==> config.mk <==
export PLATFORM = sky130hd
export DESIGN_NAME = contador_etapas_param
export DESIGN_NICKNAME = d
export VERILOG_FILES = /design/src/rtl/contador_etapas_param.sv
export SDC_FILE = /design/constraint.sdc
export NUM_CORES = 1
export LEC_CHECK = 0
export ABC_AREA = 0
export BUFFER_PORTS_ARGS = -buffer_cell sky130_fd_sc_hd__buf_4
export CAP_MARGIN = 20
export CORE_AREA = 2 2 39 41
export DETAILED_ROUTE_END_ITERATION = 8
export DIE_AREA = 0 0 41 43
export PLACE_DENSITY = 0.74
export SKIP_LAST_GASP = 1
export SYNTH_ARGS = -nofsm -noshare
export SYNTH_HDL_FRONTEND = slang
export SYNTH_SLANG_ARGS = --single-unit
==> constraint.sdc <==
create_clock -name Clock -period 1.2 [get_ports Clock]
set_clock_uncertainty 0.1 [all_clocks]
set_input_delay 0 -clock Clock [delete_from_list [all_inputs] [get_ports Clock]]
set_output_delay 0 -clock Clock [all_outputs]
set_load 0.05 [all_outputs]
==> src/rtl/contador_etapas_param.sv <==
// Parametrised instruction-step sequencer: tracks control step T0..Tn of the
// executing instruction with stall, early clear, completion pulse, one-hot
// step decode and sticky error flags.
module contador_etapas_param #(
    parameter int unsigned STEP_W   = 2,
    parameter int unsigned LAST_MAX = 3
) (
    input  logic                   Clock,
    input  logic                   Resetn,
    input  logic                   Run,
    input  logic                   Clear,
    input  logic                   Stall,
    input  logic [STEP_W-1:0]      LastStep,
    input  logic                   ErrClr,
    output logic [STEP_W-1:0]      Tstep,
    output logic [2**STEP_W-1:0]   StepOH,
    output logic                   Busy,
    output logic                   Done,
    output logic [1:0]             Err
);

    localparam int unsigned       NSTEP      = 2 ** STEP_W;
    localparam logic [STEP_W-1:0] LAST_MAX_C = STEP_W'(LAST_MAX);

    typedef enum logic {
        S_IDLE,
        S_EXEC
    } state_t;

    state_t              state_q, state_d;
    logic [STEP_W-1:0]   tstep_q, tstep_d;
    logic [STEP_W-1:0]   last_q,  last_d;
    logic                done_q,  done_d;
    logic [1:0]          err_q,   err_d;

    logic                over_max;
    logic [STEP_W-1:0]   last_load;
    logic                complete;

    // Clamp the requested last step to the legal maximum.
    always_comb begin
        over_max  = (LastStep > LAST_MAX_C);
        last_load = over_max ? LAST_MAX_C : LastStep;
    end

    // Next-state: Clear beats Stall beats advance; a completing edge may
    // restart immediately when Run is high.
    always_comb begin
        state_d  = state_q;
        tstep_d  = tstep_q;
        last_d   = last_q;
        done_d   = 1'b0;
        err_d    = ErrClr ? 2'b00 : err_q;
        complete = 1'b0;

        case (state_q)
            S_IDLE: begin
                tstep_d = '0;
                if (Run) begin
                    state_d = S_EXEC;
                    last_d  = last_load;
                    if (over_max) err_d[1] = 1'b1;
                end
            end
            S_EXEC: begin
                complete = Clear || (!Stall && (tstep_q == last_q));
                if (complete) begin
                    done_d  = 1'b1;
                    tstep_d = '0;
                    if (Run) begin
                        last_d = last_load;
                        if (over_max) err_d[1] = 1'b1;
                    end else begin
                        state_d = S_IDLE;
                    end
                end else begin
                    if (Run) err_d[0] = 1'b1;
                    if (!Stall) tstep_d = tstep_q + 1'b1;
                end
            end
            default: state_d = S_IDLE;
        endcase
    end

    // State register with asynchronous active-low reset.
    always_ff @(posedge Clock or negedge Resetn) begin
        if (!Resetn) begin
            state_q <= S_IDLE;
            tstep_q <= '0;
            last_q  <= '0;
            done_q  <= 1'b0;
            err_q   <= 2'b00;
        end else begin
            state_q <= state_d;
            tstep_q <= tstep_d;
            last_q  <= last_d;
            done_q  <= done_d;
            err_q   <= err_d;
        end
    end

    // One-hot step decode, all zeros while idle.
    always_comb begin
        StepOH = '0;
        for (int unsigned i = 0; i < NSTEP; i++) begin
            StepOH[i] = (state_q == S_EXEC) && (tstep_q == STEP_W'(i));
        end
    end

    assign Tstep = tstep_q;
    assign Busy  = (state_q == S_EXEC);
    assign Done  = done_q;
    assign Err   = err_q;

endmodule

==> results of run 1 <==
==> state kept, by name, indices dropped and copies added, names as in the netlist <==
signal	cells
Tstep	2
Done	1
Busy	1
last_q	2
Err	2
==> synthesized netlist by cell type <==
| master | n |
|---|---|
| sky130_fd_sc_hd__a31oi_1 | 2 |
| sky130_fd_sc_hd__xnor2_1 | 2 |
| sky130_fd_sc_hd__nor2b_1 | 3 |
| sky130_fd_sc_hd__nor3_1 | 1 |
| sky130_fd_sc_hd__buf_6 | 1 |
| sky130_fd_sc_hd__mux2i_1 | 1 |
| sky130_fd_sc_hd__o31ai_2 | 1 |
| sky130_fd_sc_hd__a41o_2 | 1 |
| sky130_fd_sc_hd__nand2b_1 | 1 |
| sky130_fd_sc_hd__a41o_1 | 1 |
| sky130_fd_sc_hd__and2_1 | 4 |
| sky130_fd_sc_hd__o21a_1 | 1 |
| sky130_fd_sc_hd__inv_1 | 6 |
| sky130_fd_sc_hd__xor2_1 | 3 |
| sky130_fd_sc_hd__o22ai_1 | 1 |
| sky130_fd_sc_hd__nand3_1 | 4 |
| sky130_fd_sc_hd__nor2_1 | 2 |
| sky130_fd_sc_hd__nand2_1 | 1 |
| sky130_fd_sc_hd__dfrtp_1 | 8 |
| sky130_fd_sc_hd__ha_1 | 4 |
| sky130_fd_sc_hd__nor4bb_1 | 1 |
| sky130_fd_sc_hd__o21ai_0 | 2 |
| sky130_fd_sc_hd__and4bb_2 | 1 |
==> worst register-to-register path: stages, from the launching register on <==
cell                      delay [ps]
sky130_fd_sc_hd__dfrtp_2         440
sky130_fd_sc_hd__buf_6           150
sky130_fd_sc_hd__xor2_4          180
sky130_fd_sc_hd__o31ai_4         340
sky130_fd_sc_hd__o22ai_1         140
==> worst min path at each step <==
stage          slack, ps       end  startpoint  cells after the start
2_1_floorplan       -400      Busy      Resetn                      0
3_3_place_gp        -280      Done      Resetn                      1
3_5_place_dp        -280      Done      Resetn                      1
4_1_cts               -3  Tstep[1]       Clear                      4
5_1_grt                9      Busy       Clear                      4
6_report               4      Busy       Clear                      4
==> report_power, final <==
part           switching [mW]  leakage (nW)  internal [mW]  total, mW
clock network          0.0998        0.0150          0.128      0.227
logic                   0.256         0.341          0.215      0.471
registers              0.0475        0.0974          0.302      0.349
total                   0.403         0.453          0.644       1.05
==> cell type report <==
| class | count | area (sq um) |
|---|---|---|
| Clock buffer | 4 | 26.28 |
| Fill cell | 89 | 382.9 |
| Inverter | 6 | 22.52 |
| Multi-Input combinational cell | 37 | 402.9 |
| Sequential cell | 8 | 203.9 |
| Tap cell | 16 | 20.02 |
| Timing Repair Buffer | 35 | 325.3 |
==> per-layer routing <==
layer	vias to the layer above	track usage (%)
met1	255	23.08
li1	255	-
met4	0	11.33
met2	17	31.25
met3	6	5.759
met5	-	0
==> metrics by stage <==
| step | cells | worst slack, ps | setup TNS, ps |
|---|---|---|---|
| 2_1_floorplan | 52 | -283.5 | -1470 |
| 5_1_grt | 106 | -292.6 | -2621 |
| 3_5_place_dp | 87 | -140.1 | -524.4 |
| 4_1_cts | 105 | -203.6 | -1674 |
| 3_3_place_gp | 87 | -103.9 | -397.2 |
| 6_report | 106 | -260.4 | -2141 |
==> kinds of logic (layout without fill, tap and decap cells) <==
family | after synthesis | after routing | share of synthesized area, %
AO/OA/AOI/OAI | 9 | 9 | 13.56
XOR/XNOR | 5 | 5 | 8.476
adder cells (fa/ha/maj) | 4 | 4 | 9.686
buffers and inverters | 7 | 45 | 6.537
flip-flops | 8 | 8 | 38.74
multiplexers | 1 | 1 | 1.937
AND/OR/NAND/NOR | 18 | 18 | 21.06
==> repair_timing <==
action,CTS,global route
pin swaps,5,2
buffers inserted,4,1
hold buffers,10,0
gates resized for setup,17,10
endpoints found under the setup margin,9,11
hold endpoints to repair,16,0
==> cell usage in the layout (no fill, tap or decap), types with 2 or more instances in the layout <==
| cell type | count |
|---|---|
| sky130_fd_sc_hd__nor2_1 | 2 |
| sky130_fd_sc_hd__xnor2_1 | 2 |
| sky130_fd_sc_hd__xor2_4 | 2 |
| sky130_fd_sc_hd__and2_4 | 4 |
| sky130_fd_sc_hd__ha_4 | 3 |
| sky130_fd_sc_hd__dlygate4sd3_1 | 10 |
| sky130_fd_sc_hd__buf_4 | 18 |
| sky130_fd_sc_hd__o21ai_0 | 2 |
| sky130_fd_sc_hd__buf_6 | 4 |
| sky130_fd_sc_hd__nor2b_1 | 3 |
| sky130_fd_sc_hd__buf_8 | 3 |
| sky130_fd_sc_hd__dfrtp_1 | 5 |
| sky130_fd_sc_hd__nand3_1 | 4 |
| sky130_fd_sc_hd__dfrtp_2 | 3 |
| sky130_fd_sc_hd__inv_1 | 5 |
| sky130_fd_sc_hd__clkbuf_4 | 3 |
==> impl_metrics.sql, run 1 <==
INSERT INTO impl_metrics (metric_group, metric, value, unit) VALUES
('global_routing', 'first_global_vias', '536', ''),
('finish', 'design_area', '0.001001', 'sq mm'),
('power', 'power.total', '1.047', 'mW'),
('worst_setup_path', 'worstSetupStartpointType', 'flop', ''),
('yosys', 'synth_top_cell_area_share', '38.74', '%'),
('status', 'run_status', 'finished, violations left', ''),
('worst_setup_path', 'timing.critical_path.cells', 'buf_6, xor2_4, o31ai_4, o22ai_1', ''),
('clock_network', 'clkSinkCount', '8', ''),
('worst_setup_path', 'cpPeakStageDelay', '440', 'ps'),
('clock_network', 'clk_latency', '270', 'ps'),
('yosys', 'yosysSeqAreaShare', '38.74', '%'),
('yosys', 'ys_warn_count', '0', ''),
('finish', 'post-route-util', '72.33', '%'),
('sta', 'finalCriticalPeriod', '1460', 'ps'),
('yosys', 'synth-seq-cells', '8', ''),
('detailed_routing', 'via_per_inst', '5.028', ''),
('floorplan', 'initial_core_util', '37.34', '%'),
('yosys', 'post_synth_inst_count', '52', ''),
('finish', 'layout-drive-gt1-share', '51.11', '%'),
('detailed_routing', 'dr_wl_met2', '872', 'microns'),
('floorplan', 'ports', '18', ''),
('global_routing', 'globalRouteOverflowTotal', '0', ''),
('finish', 'area.growth.synth_to_final', '93.70', '%'),
('detailed_routing', 'antenna_left', '0', ''),
('detailed_routing', 'met3RoutedLength', '84', 'microns'),
('power', 'power_per_cell_area', '1046', 'mW/mm^2'),
('worst_setup_path', 'cp.depth', '4', ''),
('worst_setup_path', 'cp.required', '1240', 'ps'),
('clock_network', 'cts-root-to-sink-buffers', '2', ''),
('min_path', 'hold_path.class', 'in2reg', ''),
('sta', 'final_max_slew_viol_count', '0', ''),
('detailed_routing', 'postRouteWirelength', '1.567', 'mm'),
('sta', 'finalHoldWorstSlack', '4.042', 'ps'),
('finish', 'insertedDiodeCount', '0', ''),
('yosys', 'yosysUniqueCellTypes', '23', ''),
('floorplan', 'die_x', '41', 'microns'),
('worst_setup_path', 'r2r-start', 'Tstep[0]', ''),
('clock_network', 'clk_pin_slew_worst_paths', '60', 'ps'),
('detailed_routing', 'initialDrtViolationCount', '13', ''),
('floorplan', 'floorplan.core_area', '0.001384', 'sq mm'),
('detailed_routing', 'post-route-drc-count', '0', ''),
('power', 'total_leakage_power', '0.4535', 'nW'),
('worst_setup_path', 'reg2regPathDepth', '4', ''),
('place', 'dpl-instance-area', '688.2', 'sq um'),
('worst_setup_path', 'worstPathMaxFanout', '4', ''),
('worst_setup_path', 'crit_path_start', 'Tstep[0]', ''),
('detailed_routing', 'dr.max_layer_used', 'met4', ''),
('status', 'failed_checks', 'negative setup slack', ''),
('global_routing', 'grt_util_all_layers', '20.02', '%'),
('floorplan', 'placementRows', '14', ''),
('yosys', 'syn-cell-area', '516.7', 'sq um'),
('worst_setup_path', 'worstPathArrival', '1500', 'ps'),
('floorplan', 'fp.dieH', '43', 'microns'),
('clock_network', 'cts_tree', 'done', ''),
('global_routing', 'grt_start_max_net_pins', '7', ''),
('sta', 'max_clock_freq', '0.6847', 'GHz'),
('sta', 'number_of_failing_setup_endpoints_in_the_final_timing_report', '11', ''),
('finish', 'layout.nets', '103', ''),
('detailed_routing', 'route.detailed.wl_per_inst', '14.78', 'microns'),
('yosys', 'synth_area_leader_cell', 'sky130_fd_sc_hd__dfrtp_1', ''),
('clock_network', 'cts_buffers', '3', ''),
('sta', 'final.period_utilization', '121.7', '%'),
('global_routing', 'grt_pass1_wl', '2.325', 'mm'),
('sta', 'finalHoldViolCount', '0', ''),
('worst_setup_path', 'timing.setup.critical_path_class', 'reg2reg', ''),
('global_routing', 'initial_antenna_violation_count', '0', ''),
('detailed_routing', 'via_count', '533', ''),
('sta', 'setup_slack', '-260.4', 'ps'),
('detailed_routing', 'm1WireLength', '569', 'microns'),
('sta', 'unrepaired_setup_endpoints_after_global_routing', 'yes', ''),
('place', 'gp_congestion', '0.8135', '');
(Power assumes the default switching activity.)
==> inputs of run 2 (changes only) <==
--- a/config.mk
+++ b/config.mk
@@ -6,13 +6,14 @@
 export NUM_CORES = 1
 export LEC_CHECK = 0
 export ABC_AREA = 0
-export BUFFER_PORTS_ARGS = -buffer_cell sky130_fd_sc_hd__buf_4
+export BUFFER_PORTS_ARGS = -buffer_cell sky130_fd_sc_hd__buf_2
 export CAP_MARGIN = 20
 export CORE_AREA = 2 2 39 41
 export DETAILED_ROUTE_END_ITERATION = 8
 export DIE_AREA = 0 0 41 43
 export PLACE_DENSITY = 0.74
 export SKIP_LAST_GASP = 1
+export SLEW_MARGIN = 20
 export SYNTH_ARGS = -nofsm -noshare
 export SYNTH_HDL_FRONTEND = slang
 export SYNTH_SLANG_ARGS = --single-unit
==> run 2 against run 1 <==
Compared with the run above:
- the run still ends with negative setup slack left
- hold slack gained 1.5 ps
- clock power shrank 5%
- setup slack gained 84 ps
- cell area shrank 15%
- critical endpoint is now StepOH[2]
- largest cell class unchanged
==> impl_metrics.sql, run 2 (same netlist as run 1, synthesis figures left out) <==
INSERT INTO impl_metrics (metric_group, metric, value, unit) VALUES
('worst_setup_path', 'cp_num_buf_inv', '2', ''),
('finish', 'area.growth.synth_to_final', '64.41', '%'),
('power', 'power.ir.vdd_worst', '1.098', 'mV'),
('status', 'run_status', 'finished, violations left', ''),
('floorplan', 'die_x', '41', 'microns'),
('sta', 'finalHoldViolCount', '0', ''),
('clock_network', 'clkSinkCount', '8', ''),
('clock_network', 'cts-htree-levels', '1', ''),
('finish', 'layout_common_cells', '12 x sky130_fd_sc_hd__buf_2, 6 x sky130_fd_sc_hd__dlygate4sd3_1, 5 x sky130_fd_sc_hd__dfrtp_1, 5 x sky130_fd_sc_hd__inv_1', ''),
('worst_setup_path', 'worstPathArrival', '1280', 'ps'),
('detailed_routing', 'via_per_inst', '4.980', ''),
('floorplan', 'fp.dieH', '43', 'microns'),
('global_routing', 'grt_start_max_net_pins', '9', ''),
('sta', 'worst_pin_slew', '344.7', 'ps'),
('clock_network', 'clk_pin_slew_worst_paths', '60', 'ps'),
('place', 'dp_slack', '-159.1', 'ps'),
('worst_setup_path', 'reg2regPathDepth', '4', ''),
('status', 'failed_checks', 'negative setup slack', ''),
('floorplan', 'ports', '18', ''),
('sta', 'timing.max_slew.rel_slack', '76.97', '%'),
('place', 'io_buffer_count', '17', ''),
('worst_setup_path', 'worstPathMaxFanout', '5', ''),
('finish', 'post-route-util', '61.39', '%'),
('worst_setup_path', 'cp.depth', '4', ''),
('detailed_routing', 'route.detailed.wl_per_inst', '12.26', 'microns'),
('worst_setup_path', 'crit_path_start', 'Tstep[1]', ''),
('global_routing', 'initial_antenna_violation_count', '0', ''),
('sta', 'unrepaired_setup_endpoints_after_global_routing', 'yes', ''),
('floorplan', 'initial_core_util', '37.34', '%'),
('detailed_routing', 'antenna_left', '0', ''),
('finish', 'layout-drive-gt1-share', '50.00', '%'),
('worst_setup_path', 'cp_slowest_cell', 'sky130_fd_sc_hd__dfrtp_2', ''),
('sta', 'max_clock_freq', '0.7265', 'GHz'),
('power', 'power_per_cell_area', '1096', 'mW/mm^2'),
('detailed_routing', 'postRouteWirelength', '1.226', 'mm'),
('sta', 'final.period_utilization', '114.7', '%'),
('worst_setup_path', 'worst_r2r_endpoint', 'last_q[1]', ''),
('detailed_routing', 'post-route-drc-count', '0', ''),
('global_routing', 'grt_pass1_wl', '1.835', 'mm'),
('worst_setup_path', 'cpPeakStageDelay', '450', 'ps'),
('min_path', 'hold_path.class', 'in2async', ''),
('clock_network', 'cts_tree', 'done', ''),
('worst_setup_path', 'r2r_slack', '-170', 'ps'),
('finish', 'layout_commonest_cell', 'sky130_fd_sc_hd__buf_2', ''),
('worst_setup_path', 'r2r-start', 'Tstep[1]', ''),
('clock_network', 'clk_latency', '250', 'ps'),
('finish', 'design_area', '849.6', 'sq um'),
('power', 'total_leakage_power', '0.4108', 'nW'),
('flow_run', 'cap_violations', '0', ''),
('finish', 'insertedDiodeCount', '0', ''),
('worst_setup_path', 'cp.required', '1100', 'ps'),
('sta', 'finalCriticalPeriod', '1376', 'ps'),
('floorplan', 'placementRows', '14', ''),
('power', 'power.total', '930.7', 'uW'),
('worst_setup_path', 'timing.setup.critical_path_class', 'reg2out', ''),
('finish', 'layout.nets', '97', ''),
('global_routing', 'grt_util_all_layers', '15.18', '%'),
('floorplan', 'floorplan.core_area', '0.001384', 'sq mm'),
('global_routing', 'globalRouteOverflowTotal', '0', ''),
('detailed_routing', 'initialDrtViolationCount', '13', ''),
('place', 'gp_congestion', '0.8650', ''),
('floorplan', 'design.die.area', '0.001763', 'sq mm'),
('clock_network', 'cts_buffers', '3', ''),
('sta', 'final_max_slew_viol_count', '0', ''),
('clock_network', 'cts-root-to-sink-buffers', '2', ''),
('place', 'dpl-instance-area', '653.1', 'sq um'),
('sta', 'setup_slack', '-176.4', 'ps'),
('worst_setup_path', 'end_kind', 'primary output', ''),
('worst_setup_path', 'worstSetupStartpointType', 'flop', ''),
('detailed_routing', 'first_pass_iters', '4', ''),
('worst_setup_path', 'cpLargestDelayFamily', 'flip-flops', ''),
('place', 'hpwl_after_dpl', '850', 'microns'),
('global_routing', 'first_global_vias', '458', ''),
('clock_network', 'cts-root-buf', 'sky130_fd_sc_hd__clkbuf_4', ''),
('worst_setup_path', 'critical_path.endpoint', 'StepOH[2]', ''),
('worst_setup_path', 'timing.critical_path.cells', 'buf_6, ha_4, and2_4, buf_8', ''),
('detailed_routing', 'via_count', '498', ''),
('sta', 'number_of_failing_setup_endpoints_in_the_final_timing_report', '11', '');
==> run 2: worst min-delay path by stage <==
| stage | end | startpoint | slack, ps | cells past startpoint |
|---|---|---|---|---|
| floorplan | Busy | Resetn | -400 | 0 |
| global placement | Err[1] | Resetn | -260 | 1 |
| detailed placement | Done | Resetn | -250 | 1 |
| CTS | last_q[1] | Resetn | 2 | 2 |
| global route | last_q[1] | Resetn | 40 | 2 |
| finish | Done | Resetn | 6 | 2 |
==> run 2: metrics by stage <==
step / hold slack [ps] / std cells / TNS [ps]
after floorplan: -395.6 / 52 / -1470
after global placement: -255.4 / 88 / -412.0
after detailed placement: -251.9 / 88 / -629.4
after CTS: 1.754 / 100 / -1269
after global routing: 39.66 / 100 / -1968
final: 5.586 / 100 / -1359
==> run 2: layout make-up <==
class	count	area [sq um]
timing repair buffer	29	240.2
multi-input combinational	37	336.6
fill	107	534.3
sequential	8	203.9
inverter	6	22.52
clock buffer	4	26.28
tap	16	20.02
==> run 2: power by group <==
| group | total, mW | switching, mW | internal, mW |
|---|---|---|---|
| logic | 0.375 | 0.220 | 0.154 |
| registers | 0.341 | 0.0389 | 0.302 |
| clock network | 0.215 | 0.0879 | 0.127 |
==> run 2: per-layer routing <==
layer  vias up  track usage, %  share of wire (%)
met2        21           24.69                 52
met5         -               0                  0
met3         2           5.236                6.7
met4         0           4.000                1.1
li1        240               -                  -
met1       235           18.15                 40
==> run 2: timing repair <==
item	4_1_cts	5_1_grt
setup buffers	2	0
endpoints found under the setup margin	10	11
pin swaps	5	4
resized for setup	17	7
hold buffers	6	0
hold endpoints to repair	14	0
